**src/rtl/rdsel_byte.sv**
```systemverilog
// rdsel_byte: load-path byte read-select.
// Picks one byte lane of a 32-bit read word and zero- or sign-extends it.
// The extended byte is available combinationally on out and as a
// registered copy on out_q (qualified by in_valid) for pipelined writeback.
module rdsel_byte (
    input  logic        clk,
    input  logic        rst_n,
    input  logic        in_valid,
    input  logic        is_signed,
    input  logic [1:0]  sel,
    input  logic [31:0] in,
    output logic [31:0] out,
    output logic [31:0] out_q,
    output logic        out_valid
);

    logic [7:0]  byte_sel;
    logic        ext_bit;
    logic [31:0] out_d;
    logic        valid_d;
    logic        valid_q;

    // Lane mux: little-endian, lane 0 is in[7:0].
    always_comb begin
        // NOTE: assign a default before the case so every path drives
        // byte_sel; a combinational block with an undriven path infers a latch.
        byte_sel = in[7:0];
        case (sel)
            2'd0:    byte_sel = in[7:0];
            2'd1:    byte_sel = in[15:8];
            2'd2:    byte_sel = in[23:16];
            2'd3:    byte_sel = in[31:24];
            default: byte_sel = in[7:0];
        endcase
    end

    // Extension: replicate the byte MSB only for signed loads.
    always_comb begin
        ext_bit = is_signed & byte_sel[7];
        out     = {{24{ext_bit}}, byte_sel};
    end

    // Next-state for the registered copy: capture on in_valid, else hold.
    always_comb begin
        out_d   = out_q;
        valid_d = in_valid;
        if (in_valid) begin
            out_d = out;
        end
    end

    // Writeback register; async reset clears data and valid immediately.
    always_ff @(posedge clk or negedge rst_n) begin
        // NOTE: sequential state uses non-blocking assignments so every flop
        // samples the pre-edge values regardless of statement order.
        if (!rst_n) begin
            out_q   <= 32'h0;
            valid_q <= 1'b0;
        end else begin
            out_q   <= out_d;
            valid_q <= valid_d;
        end
    end

    assign out_valid = valid_q;

endmodule

```
**config.mk**
```make
export PLATFORM = sky130hd
export DESIGN_NAME = rdsel_byte
export DESIGN_NICKNAME = d
export VERILOG_FILES = /design/src/rtl/rdsel_byte.sv
export SDC_FILE = /design/constraint.sdc
export NUM_CORES = 1
export LEC_CHECK = 0
export CAP_MARGIN = 30
export CORE_MARGIN = 5
export CORE_UTILIZATION = 30
export CTS_CLUSTER_DIAMETER = 100
export DETAILED_ROUTE_END_ITERATION = 12
export PLACE_DENSITY = 0.87
export SYNTH_ARGS = -nofsm -noshare
export SYNTH_HDL_FRONTEND = slang
export SYNTH_SLANG_ARGS = --single-unit
```
**constraint.sdc**
```tcl
create_clock -name clk -period 2.7 [get_ports clk]
set_input_delay 0.405 -clock clk [delete_from_list [all_inputs] [get_ports clk]]
set_output_delay 0.405 -clock clk [all_outputs]
set_load 0.05 [all_outputs]
```
==> flow_summary.yaml <==
setup_path:
  critPathRequiredTime_ns: 2.30
  largest_stage_delay_on_the_critical_path_ns: 0.56
  kind_of_start_point_of_the_critical_path: "input port"
  timing_worst_setup_path_type: "in2out"
  crit_path_max_fanout: 24
  crit_path_top_delay_cell: "sky130_fd_sc_hd__mux4_2"
  cp_data_arrival_time_ns: 2.07
  r2r_setup_slack_ns: 1.53
  end_kind: "output port"
  path_cells: "clkdlybuf4s50_1 > mux4_2 > and2_2 > buf_4"
  critPathBufInv: 2
  crit_family: "buffers and inverters"
hold_path:
  min-delay-path-class: "in2async"
placement:
  dpl.cell_count: 166
  gp_congestion: 0.776
  io_buffer_count: 102
yosys:
  ys_seq_area_frac: 0.272
  yosysTopAreaCell: "sky130_fd_sc_hd__buf_4"
  ys_ff_latch: 10
  post-synth-top-area-fraction: 0.384
  synth_cells: 79
  syn-cell-area_sq_um: 918
  ys_warn_count: 0
  yosys-top-cells-area: "sky130_fd_sc_hd__buf_4, sky130_fd_sc_hd__dfrtp_1, sky130_fd_sc_hd__mux4_2, sky130_fd_sc_hd__mux2_2, sky130_fd_sc_hd__mux2_4"
  synthesis.nets: 117
  post_synth.cell_area_avg_sq_um: 11.6
  synth.lib_cells_used.distinct: 11
global_route:
  via_count_of_the_first_global_routing_pass: 818
  grt_pass1_wl_um: 3680
  grt_antenna_before_repair: 0
  grt_overflow: 0
  grt_usage: 0.108
  pin_count_of_the_biggest_net_entering_global_routing: 26
cts:
  cts_buffer_depth: 2
  h-tree-depth: 1
  tritoncts_num_sinks: 10
  tritoncts_clock_tree: "yes"
  cts_setup_buffers: 0
  clock_buffers_created_by_tritoncts: 3
  clkTransAtPathRegs_ns: 0.06
  cts.root.buffer_cell: "sky130_fd_sc_hd__clkbuf_4"
  cts_hold_repair.buffers: 0
  clk_latency_ns: 0.25
  cts_resized: 0
routing:
  total_wire_length_um: 2440
  detail_route.iter0.violations: 7
  first_pass_iters: 3
  number_of_nets_still_failing_antenna_checks_after_routing: 0
  detailroute.via_count: 742
  wl_cell_um: 14.4
  viasPerCell: 4.39
  drcViolationCount: 0
timing:
  timing_worst_slew_pin_value_ns: 0.621
  period_share: 0.917
  finalWorstPathRequiredPeriod_ns: 2.47
  fin_worst_skew_ns: 0
  report.final.hold_viol_count: 0
  rsz0062_at_grt: "false"
  maxClockFrequency_mhz: 404
  totalNegativeSetupSlack_ns: 0
  worst_slew_margin_rel: 0.586
  finalSetupViolCount: 0
  finalMaxSlewViolations: 0
floorplan:
  dieHeight_um: 65.3
  floorplan.rows: 20
  core_region_area_sq_um: 3000
  die_w_um: 65.3
  floorplan.io_pins: 103
  start_util: 0.306
  design.die.area_sq_um: 4270
power:
  static-leakage-power_nw: 0.666
  ir_drop_uv: 200
  power_per_cell_area_nw_per_um2: 585
final_layout:
  regArea_sq_um: 250
  final_net_count: 176
  fill_cells: 267
  final_layout_size_suffix_gt1_frac: 0.404
  final_cells: 169
  n_antenna_cell: 0
  area.growth.synth_to_final_pct: 70.6
  multiInputGateArea_sq_um: 297
status:
  outcome: "complete, no violations"
run:
  cap_violations: 0
## final cells by class
cell class / count / share of cell area
Clock buffer: 3 / 0.0144
Multi-Input combinational cell: 19 / 0.189
Sequential cell: 10 / 0.160
Tap cell: 33 / 0.0264
Timing Repair Buffer: 104 / 0.610
## final timing paths
| check | startpoint | to | cells past startpoint |
|---|---|---|---|
| max | sel[0] | out[23] | 4 |
| min | rst_n | out_valid$_DFF_PN0_ | 1 |
| max reg2reg | out_q[8]$_DFFE_PN0P_ | out_q[8]$_DFFE_PN0P_ | 2 |
| min reg2reg | out_q[0]$_DFFE_PN0P_ | out_q[0]$_DFFE_PN0P_ | 1 |
| max in group asynchronous | rst_n | out_q[8]$_DFFE_PN0P_ | 1 |
| min in group clk | out_q[0]$_DFFE_PN0P_ | out_q[0]$_DFFE_PN0P_ | 1 |
## power breakdown
group,switching [mW],total (mW),internal (mW)
sequential,0.0174,0.187,0.170
combinational,0.415,0.638,0.222
clock,0.0409,0.0918,0.0509
total,0.474,0.917,0.443
## through the flow
| stage | hold WS (ns) | power (mW) | area [sq um] | setup WS, ns | utilization |
|---|---|---|---|---|---|
| after floorplan | 0.109 | 0.682 | 918 | 0.477 | - |
| after global placement | 0.494 | 0.826 | 1540 | 0.235 | 0.514 |
| after detailed placement | 0.501 | 0.835 | 1540 | 0.204 | 0.514 |
| after CTS | 0.475 | 0.926 | 1570 | 0.206 | 0.522 |
| after global routing | 0.494 | 0.956 | 1570 | 0.139 | 0.522 |
| final | 0.468 | 0.917 | 1570 | 0.225 | 0.522 |
## cells in the mapped netlist, drive strengths merged
cell type	instances
buf	49
dfrtp	10
mux2	8
mux4	8
a31o	1
and2	1
clkbuf	1
nor2b	1
## routing by layer
metal  global-route usage  wire length (um)
met5                    0                 0
met3               0.0615               482
met1                0.109               823
met4               0.0285                20
met2                0.188              1120
## kinds of logic after synthesis
kind of cell    Yosys count  share of synthesized area
compound gates            1                    0.00954
buf+inv                  50                      0.405
flops                    10                      0.272
mux                      16                      0.298
simple gates              2                     0.0150
## cell usage in the layout, fill, tap and decap left out, drive strengths merged
| cell type | instances |
|---|---|
| mux4 | 8 |
| clkbuf | 3 |
| mux2 | 8 |
| nor2b | 1 |
| clkdlybuf4s50 | 70 |
| a31o | 1 |
| and2 | 1 |
| dfrtp | 10 |
| buf | 34 |
## flip-flops by register name, summed over array words and instances (netlist names)
register	cells
out_valid	1
out_q	9
## worst reg2reg max path: cells and delay by family (launching register included)
kind            cells  cell delay (ns)
flops               1             0.60
simple gates        1             0.24
compound gates      1             0.22
No activity file was read; power rests on OpenSTA's default activity.
